<file path="src/rtl/sprite_blitter_if.sv">
// Sprite blitter bus: control handshake, sprite ROM read port and frame-buffer write port.
// The optional mirror input exists only when BLIT_MIRROR_EN is defined.
interface sprite_blitter_if;
  logic        start;
  logic [7:0]  dst_x;
  logic [7:0]  dst_y;
  logic [1:0]  dir;
  logic        busy;
  logic        done;
  logic [9:0]  spr_x;
  logic [9:0]  spr_y;
  logic [1:0]  spr_dir;
  logic [17:0] spr_pixel;
  logic        fb_we;
  logic [12:0] fb_addr;
  logic [15:0] fb_data;
`ifdef BLIT_MIRROR_EN
  logic        mirror;
`endif

  // Blitter side
  modport master (
    input  start, dst_x, dst_y, dir, spr_pixel,
`ifdef BLIT_MIRROR_EN
    input  mirror,
`endif
    output busy, done, spr_x, spr_y, spr_dir, fb_we, fb_addr, fb_data
  );

  // Game FSM / ROM / frame-buffer side
  modport slave (
    output start, dst_x, dst_y, dir, spr_pixel,
`ifdef BLIT_MIRROR_EN
    output mirror,
`endif
    input  busy, done, spr_x, spr_y, spr_dir, fb_we, fb_addr, fb_data
  );
endinterface

</file>
<file path="src/rtl/sprite_blitter.sv">
// Copies one sprite frame from a 1-cycle-latency sprite ROM into the OLED frame buffer at a
// signed destination, skipping transparent texels and clipping to the screen.
// Optional feature macro: BLIT_MIRROR_EN (adds a latched horizontal-flip input).
module sprite_blitter #(
  parameter int unsigned SPR_W = 20,
  parameter int unsigned SPR_H = 20,
  parameter int unsigned FB_W  = 96,
  parameter int unsigned FB_H  = 64
) (
  input logic             clk,
  input logic             rst_n,
  sprite_blitter_if.master bus
);

  localparam int unsigned CW = $clog2(SPR_W);
  localparam int unsigned RW = $clog2(SPR_H);

  localparam logic [1:0] S_IDLE  = 2'd0;
  localparam logic [1:0] S_RUN   = 2'd1;
  localparam logic [1:0] S_FLUSH = 2'd2;

  logic [1:0]    state, state_next;
  logic          accept;
  logic          last_texel;
  logic [CW-1:0] col, col_next, p1_col;
  logic [RW-1:0] row, row_next, p1_row;
  logic          p1_valid;
  logic          flush_cnt;
  logic [7:0]    dst_x_q, dst_y_q;
  logic [9:0]    spr_x_next;
  logic [9:0]    wx, wy;
  logic          in_bounds;
  logic          write_en;
  logic [12:0]   waddr;
  logic          unused_pixel_bit;
`ifdef BLIT_MIRROR_EN
  logic          mirror_q;
  logic          mirror_sel;
`endif

  assign unused_pixel_bit = bus.spr_pixel[1];

  // State register
  always_ff @(posedge clk) begin
    if (!rst_n) state <= S_IDLE;
    else        state <= state_next;
  end

  // Next state, texel advance and write-slot address/clip evaluation
  always_comb begin
    state_next = state;
    accept     = 1'b0;
    last_texel = (col == CW'(SPR_W - 1)) && (row == RW'(SPR_H - 1));
    col_next   = col;
    row_next   = row;

    case (state)
      S_IDLE: begin
        if (bus.start) begin
          accept     = 1'b1;
          state_next = S_RUN;
        end
      end
      S_RUN:   if (last_texel) state_next = S_FLUSH;
      S_FLUSH: if (flush_cnt)  state_next = S_IDLE;
      default: state_next = S_IDLE;
    endcase

    if (accept) begin
      col_next = '0;
      row_next = '0;
    end else if (col == CW'(SPR_W - 1)) begin
      col_next = '0;
      row_next = row + RW'(1);
    end else begin
      col_next = col + CW'(1);
    end

`ifdef BLIT_MIRROR_EN
    mirror_sel = accept ? bus.mirror : mirror_q;
    spr_x_next = mirror_sel ? (10'(SPR_W - 1) - 10'(col_next)) : 10'(col_next);
`else
    spr_x_next = 10'(col_next);
`endif

    // Destination is signed; a negative result has bit 9 set and fails the clip
    wx        = {{2{dst_x_q[7]}}, dst_x_q} + 10'(p1_col);
    wy        = {{2{dst_y_q[7]}}, dst_y_q} + 10'(p1_row);
    in_bounds = !wx[9] && (wx < 10'(FB_W)) && !wy[9] && (wy < 10'(FB_H));
    write_en  = p1_valid && !bus.spr_pixel[0] && in_bounds;
    waddr     = 13'(wy) * 13'(FB_W) + 13'(wx);
  end

  // Coordinate issue, ROM-latency pipeline, frame-buffer writes and status outputs
  always_ff @(posedge clk) begin
    if (!rst_n) begin
      col         <= '0;
      row         <= '0;
      p1_col      <= '0;
      p1_row      <= '0;
      p1_valid    <= 1'b0;
      flush_cnt   <= 1'b0;
      dst_x_q     <= '0;
      dst_y_q     <= '0;
      bus.busy    <= 1'b0;
      bus.done    <= 1'b0;
      bus.spr_x   <= '0;
      bus.spr_y   <= '0;
      bus.spr_dir <= '0;
      bus.fb_we   <= 1'b0;
      bus.fb_addr <= '0;
      bus.fb_data <= '0;
`ifdef BLIT_MIRROR_EN
      mirror_q    <= 1'b0;
`endif
    end else begin
      p1_valid  <= (state == S_RUN);
      p1_col    <= col;
      p1_row    <= row;
      flush_cnt <= (state == S_FLUSH) && !flush_cnt;
      bus.done  <= (state == S_FLUSH) && flush_cnt;
      bus.fb_we <= write_en;
      if (write_en) begin
        bus.fb_addr <= waddr;
        bus.fb_data <= bus.spr_pixel[17:2];
      end
      if (accept) begin
        bus.busy    <= 1'b1;
        dst_x_q     <= bus.dst_x;
        dst_y_q     <= bus.dst_y;
        bus.spr_dir <= bus.dir;
`ifdef BLIT_MIRROR_EN
        mirror_q    <= bus.mirror;
`endif
      end else if ((state == S_FLUSH) && flush_cnt) begin
        bus.busy <= 1'b0;
      end
      if (accept || ((state == S_RUN) && !last_texel)) begin
        col       <= col_next;
        row       <= row_next;
        bus.spr_x <= spr_x_next;
        bus.spr_y <= 10'(row_next);
      end
    end
  end

endmodule

</file>
<file path="src/flat_wrapper.sv">
// flat-port wrapper written by rule: the top's interface ports become plain ports
module sprite_blitter_flat 
#(
  parameter int unsigned SPR_W = 20,
  parameter int unsigned SPR_H = 20,
  parameter int unsigned FB_W  = 96,
  parameter int unsigned FB_H  = 64
)
  (clk, rst_n, bus_start, bus_dst_x, bus_dst_y, bus_dir, bus_spr_pixel, bus_busy, bus_done, bus_spr_x, bus_spr_y, bus_spr_dir, bus_fb_we, bus_fb_addr, bus_fb_data);
  sprite_blitter_if bus_i ();
  input logic clk;
  input logic rst_n;
  input wire logic [$bits(bus_i.start)-1:0] bus_start;
  input wire logic [$bits(bus_i.dst_x)-1:0] bus_dst_x;
  input wire logic [$bits(bus_i.dst_y)-1:0] bus_dst_y;
  input wire logic [$bits(bus_i.dir)-1:0] bus_dir;
  input wire logic [$bits(bus_i.spr_pixel)-1:0] bus_spr_pixel;
  output wire logic [$bits(bus_i.busy)-1:0] bus_busy;
  output wire logic [$bits(bus_i.done)-1:0] bus_done;
  output wire logic [$bits(bus_i.spr_x)-1:0] bus_spr_x;
  output wire logic [$bits(bus_i.spr_y)-1:0] bus_spr_y;
  output wire logic [$bits(bus_i.spr_dir)-1:0] bus_spr_dir;
  output wire logic [$bits(bus_i.fb_we)-1:0] bus_fb_we;
  output wire logic [$bits(bus_i.fb_addr)-1:0] bus_fb_addr;
  output wire logic [$bits(bus_i.fb_data)-1:0] bus_fb_data;
  assign bus_i.start = bus_start;
  assign bus_i.dst_x = bus_dst_x;
  assign bus_i.dst_y = bus_dst_y;
  assign bus_i.dir = bus_dir;
  assign bus_i.spr_pixel = bus_spr_pixel;
  assign bus_busy = bus_i.busy;
  assign bus_done = bus_i.done;
  assign bus_spr_x = bus_i.spr_x;
  assign bus_spr_y = bus_i.spr_y;
  assign bus_spr_dir = bus_i.spr_dir;
  assign bus_fb_we = bus_i.fb_we;
  assign bus_fb_addr = bus_i.fb_addr;
  assign bus_fb_data = bus_i.fb_data;
  sprite_blitter #(.SPR_W(SPR_W), .SPR_H(SPR_H), .FB_W(FB_W), .FB_H(FB_H)) u_core (.clk(clk), .rst_n(rst_n), .bus(bus_i));
endmodule
</file>
<file path="config.mk">
export PLATFORM = sky130hd
export DESIGN_NAME = sprite_blitter_flat
export DESIGN_NICKNAME = d
export VERILOG_FILES = /design/src/rtl/sprite_blitter_if.sv /design/src/rtl/sprite_blitter.sv /design/src/flat_wrapper.sv
export SDC_FILE = /design/constraint.sdc
export NUM_CORES = 1
export LEC_CHECK = 0
export BUFFER_PORTS_ARGS = -buffer_cell sky130_fd_sc_hd__buf_4
export CAP_MARGIN = 5
export CORE_MARGIN = 10
export CORE_UTILIZATION = 50
export CTS_CLUSTER_SIZE = 14
export DETAILED_ROUTE_END_ITERATION = 6
export MAX_ROUTING_LAYER = met4
export PLACE_DENSITY_LB_ADDON = 0.08
export SYNTH_ARGS = -nofsm -noshare
export SYNTH_HDL_FRONTEND = slang
export SYNTH_SLANG_ARGS = --single-unit
</file>
<file path="constraint.sdc">
create_clock -name clk -period 3.72 [get_ports clk]
set_input_delay 0.558 -clock clk [delete_from_list [all_inputs] [get_ports clk]]
set_output_delay 0.558 -clock clk [all_outputs]
set_load 0.02 [all_outputs]
</file>
# Word level (Yosys, flattened, before mapping)

Cells that the tools add are included.

Register bits: 74
Output and inout port bits: 54

Equal/unequal tests: 7
$lt $le $gt $ge: 2
Multipliers: 1
Reduce and logical (&&, ||, !) cells: 20
Add/subtract/negate cells: 5
Muxes and demuxes: 12

Operator list:

| kind                                                        | number |
|---|---|
| less-than comparator 10 x 7 -> 1 bit, second input constant | 2 |
| 2-to-1 mux 5 bit                                            | 4 |
| adder 8 x 6 -> 9 bit                                        | 2 |
| adder 13 x 10 -> 13 bit                                     | 1 |
| adder 5 x 1 -> 5 bit, second input constant                 | 2 |
| == test 5 bit, second input constant                        | 2 |
| multiplier 10 x 2 -> 8 bit, second input constant           | 1 |
| logical AND 1 bit                                           | 9 |
| 2-to-1 mux 2 bit                                            | 3 |
| one-hot mux 2 bit (3 select lines)                          | 1 |
| zero test 1 bit                                             | 5 |
| 2-to-1 mux 1 bit                                            | 4 |
| inequality test 2 x 1 -> 1 bit, second input constant       | 2 |
| nonzero test 2 bit                                          | 2 |
| AND reduction 3 bit                                         | 1 |
| == test 2 x 1 -> 1 bit, second input constant               | 1 |
| == test 2 bit, second input constant                        | 1 |
| zero test 2 bit                                             | 1 |
| inequality test 2 bit, second input constant                | 1 |
| AND reduction 2 bit                                         | 1 |
| logical OR 1 bit                                            | 1 |

# Longest topological paths before layout

Depth after elaboration: 6
Mapped depth: 16

# Worst setup path after synthesis

No wires, ideal clock.

Path kind: reg2reg
Start: reg u_core.dst_y_q[0]
End: reg u_core.bus.fb_addr[12]
Required time: 3601 ps
Arrival: 3132 ps
Cell stages (with the launch flop): 14
Path buffers: 0
Clock period less this slack: 3251 ps
Slack: 469 ps
Cells stage by stage: dfxtp_1 ha_1 fa_1 a211oi_2 o21ba_2 nor2_4 ha_1 o21ai_0 o41ai_2 mux2i_1 o41ai_2 a2111oi_4 and3_1 nor3_2

Word-level cells in the longest chain between the ends: 5
Elaborated cells on any way between the ends: 8

RTL lines:

| element                                                                         | RTL line                | RTL |
|---|---|---|
| start: declaration                                                              | sprite_blitter.sv:29    | `logic [7:0] dst_x_q, dst_y_q;` |
| start signal: assignment                                                        | sprite_blitter.sv:130   | `dst_y_q <= bus.dst_y;` |
| adder 8 x 6 -> 9 bit (*)                                                        | sprite_blitter.sv:88    | `wy = {{2{dst_y_q[7]}}, dst_y_q} + 10'(p1_row);` |
| parallel branches: the longest is 4 deep, another holds adder 13 x 10 -> 13 bit | --                      |  |
| end signal: assignment                                                          | sprite_blitter.sv:124   | `bus.fb_addr <= waddr;` |
| end: declaration                                                                | sprite_blitter_if.sv:27 | `output busy, done, spr_x, spr_y, spr_dir, fb_we, fb_addr, fb_data` |

Every way passes the cells marked *.
A chain may end at the register's enable or synchronous reset.

# Worst setup path after layout

Ends and elaborated chain as after synthesis.

==> summary.txt <==
Reg clk slew, reported paths - 0.08 ns
asr flop ratio synth - 0%
Seq cells post-synth - 74
Syn Area/Cell - 9.42 sq um
Max Clock Freq - 285 MHz
Core Util, Final - 62.8%
HP Start - bus_dst_x[0]
Total Routed Length - 8.43 mm
Synthesis Warnings - 0
Detail Placement HPWL - 6.34 mm
Post-Syn Area - 0.00398 sq mm
Post-synth top flop - dfxtp_1
chip width - 109 um
final net count - 568
ANT cells - 0
TritonCTS Sinks - 74
overflow left after global routing - 0
CTS buffer count - 9
Filler cells - 676
initial DRC count - 92
TritonCTS clock tree - done
footprint of the multi-input gates - 0.00233 sq mm
Endpoint, Worst Hold - u_core.dst_x_q[0]
die area - 0.0119 sq mm
Worst Hold Depth - 3
H-tree depth - 3
Area Growth Syn to Fin - 21.8%
Ports - 93
Slew HR - 41.0%
Worst Hold Class - in2reg
Synth cell types - 56
DRC Markers - 0
post-place instance area - 0.00462 sq mm
final hold vios - 0
sequential fraction of the synthesis area - 37.2%
FF+latch area - 0.00148 sq mm
setup TNS - 0 ns
remaining antenna violation count - 0
worst reg2reg path endpoint - u_core.bus.fb_addr[12]
layout cell share with drive strength beyond 1 - 23.1%
Worst Setup SP - u_core.dst_y_q[0]
I/O Buffers - 81
min cycle time layout - 3.51 ns
Reg2Reg Depth - 13
Worst EP required - 3.95 ns
Placer Congestion - 0.891
Synth area leader - dfxtp_1
worst reg-to-reg setup slack - 0.21 ns
CTS Hold Bufs - 0
DR WL/cell - 13.8 um
critical path startpoint category - flip-flop
Worst Max-Slew Pin Slew - 0.875 ns
Bufs on Longest Clock Path - 2
Worst R2R Start - u_core.dst_y_q[0]
die extent in y - 109 um
Vias/cell - 5.02
post-route setup slack - 0.206 ns
Final Setup Violations - 0
clock root cell - clkbuf_8
number of global-route vias before repair - 3013
FP Rows - 32
Post-Place Setup Slack - 0.139 ns
clock skew - 0.0116 ns
first-pass GRT wire length - 13.8 mm
synth top area cells - dfxtp_1 (37%), mux2i_1 (7.3%), ha_1 (7.2%)
largest net degree at the start of global routing - 73
fin area - 0.00485 sq mm
max-cap viol count - 0
Synth top area share - 37.2%
endpoint class of the critical path - flip-flop
CP max FO - 5
Post-synth EDFFs - 0
CP Data Arrival Time - 3.75 ns
Core ar. - 0.00773 sq mm
outcome - complete, no violations
pwr dens - 400 mW/mm^2
Mapped Cells - 423
fin crit share - 94.5%
initial antenna violation count - 0
Tot GR Track Use - 14.8%
Vias - 3058
fin. max-slew vios - 0
clock latency on the worst-skew pair - 0.35 ns
P_leak - 2.13 nW
Max rail drop VDD - 234 uV
DR pass1 iterations - 4
critical setup path kind - reg2reg
Starting Density - 51.6%
[cell families after synthesis]
logic type	Yosys count	synth area share (%)
AOI/OAI and AO/OA	82	15.5
xor gates and xnor gates	20	4.59
adders and majority gates	28	9.52
buffers and inverters	41	6.00
DFF	74	37.2
muxes	29	7.29
other	1	0.0941
and+or+nand+nor	148	19.8
[sequential cells by signal, indices dropped and copies added (netlist names)]
signal / cells
u_core.flush_cnt: 1
u_core.p1_valid: 1
u_core.state: 2
u_core.dst_x_q: 8
u_core.bus.fb_addr: 13
u_core.bus.spr_dir: 2
u_core.bus.done: 1
u_core.row: 5
u_core.bus.busy: 1
u_core.p1_row: 5
u_core.dst_y_q: 8
u_core.bus.fb_we: 1
u_core.p1_col: 5
u_core.bus.fb_data: 16
u_core.col: 5
[layout make-up]
class	count	share of cell area, %
inverters	15	1.16
flip-flops and latches	74	30.5
well taps	102	2.63
repair buffers	85	13.4
multi-input cells	317	48.0
clock inverters	3	0.954
clock buffers	13	3.27
[what timing repair did]
action | in CTS | in global routing
gates resized for setup | 0 | 4
buffers inserted | 0 | 1
endpoints found under the setup margin | 0 | 2
[per-stage QoR]
| stage | hold slack, ns | instances | power (W) |
|---|---|---|---|
| 3_5_place_dp | 0.458 | 592 | 0.00132 |
| 2_1_floorplan | 0.424 | 432 | 0.00120 |
| 6_report | 0.464 | 609 | 0.00194 |
| 5_1_grt | 0.455 | 609 | 0.00205 |
| 3_3_place_gp | 0.453 | 592 | 0.00131 |
| 4_1_cts | 0.447 | 608 | 0.00196 |
[Yosys cell counts, types with 10 or more instances]
| cell type | count |
|---|---|
| inv_1 | 15 |
| and2_1 | 14 |
| nor2b_1 | 28 |
| nand2_1 | 52 |
| dfxtp_1 | 74 |
| ha_1 | 23 |
| nor2_1 | 15 |
| buf_4 | 10 |
| a21oi_1 | 15 |
| a21boi_0 | 20 |
| mux2i_1 | 29 |
| clkbuf_1 | 12 |
| xnor2_1 | 10 |
[critical path: stages (launching register included)]
cell and delay, ns:
dfxtp_1 0.31, ha_1 0.24, fa_1 0.46, a211oi_4 0.33
o21ba_4 0.24, nor2_4 0.06, ha_1 0.34, o21ai_0 0.12
o41ai_2 0.42, mux2i_1 0.27, o41ai_2 0.13, a2111oi_4 0.23
and3_1 0.22, nor3_2 0.05
[how the worst max path moves through the flow]
| stage | depth (start not counted) | slack [ns] | end |
|---|---|---|---|
| 3_3_place_gp | 13 | 0.23 | u_core.bus.fb_addr[12] |
| 6_report | 13 | 0.21 | u_core.bus.fb_addr[12] |
| 4_1_cts | 13 | 0.15 | u_core.bus.fb_addr[12] |
| 5_1_grt | 13 | -0.02 | u_core.bus.fb_addr[12] |
| 3_5_place_dp | 13 | 0.14 | u_core.bus.fb_addr[12] |
| 2_1_floorplan | 13 | 0.47 | u_core.bus.fb_addr[12] |
[report_power, final]
part           total, W  leakage [nW]  internal [W]  switching (W)
sequential     0.000868         0.600      0.000835      0.0000333
clock          0.000637         0.100      0.000350       0.000287
combinational  0.000434          1.43      0.000189       0.000245
[routing by layer]
metal  up-vias  track usage, %  part of all wire [%]
met5         -               -                     0
met4         0            6.23                   1.6
met3        13            4.25                   7.2
met2        81            23.6                    45
met1      1369            17.1                    46
li1       1595               -                     -
[cell usage in the layout (no fill, tap or decap), types with 6 or more instances in the layout]
| cell type | count |
|---|---|
| xor2_1 | 9 |
| nand2_1 | 52 |
| a21boi_0 | 20 |
| inv_1 | 15 |
| mux2i_1 | 29 |
| clkbuf_8 | 11 |
| nand3_1 | 7 |
| buf_4 | 84 |
| o21ai_0 | 9 |
| xnor2_1 | 10 |
| dfxtp_1 | 74 |
| nor2b_1 | 28 |
| and2_1 | 14 |
| a21o_1 | 9 |
| nor2_1 | 15 |
| nor3_1 | 6 |
| conb_1 | 10 |
| a21oi_1 | 14 |
| ha_1 | 23 |
Power figures use the tool's default switching activity.
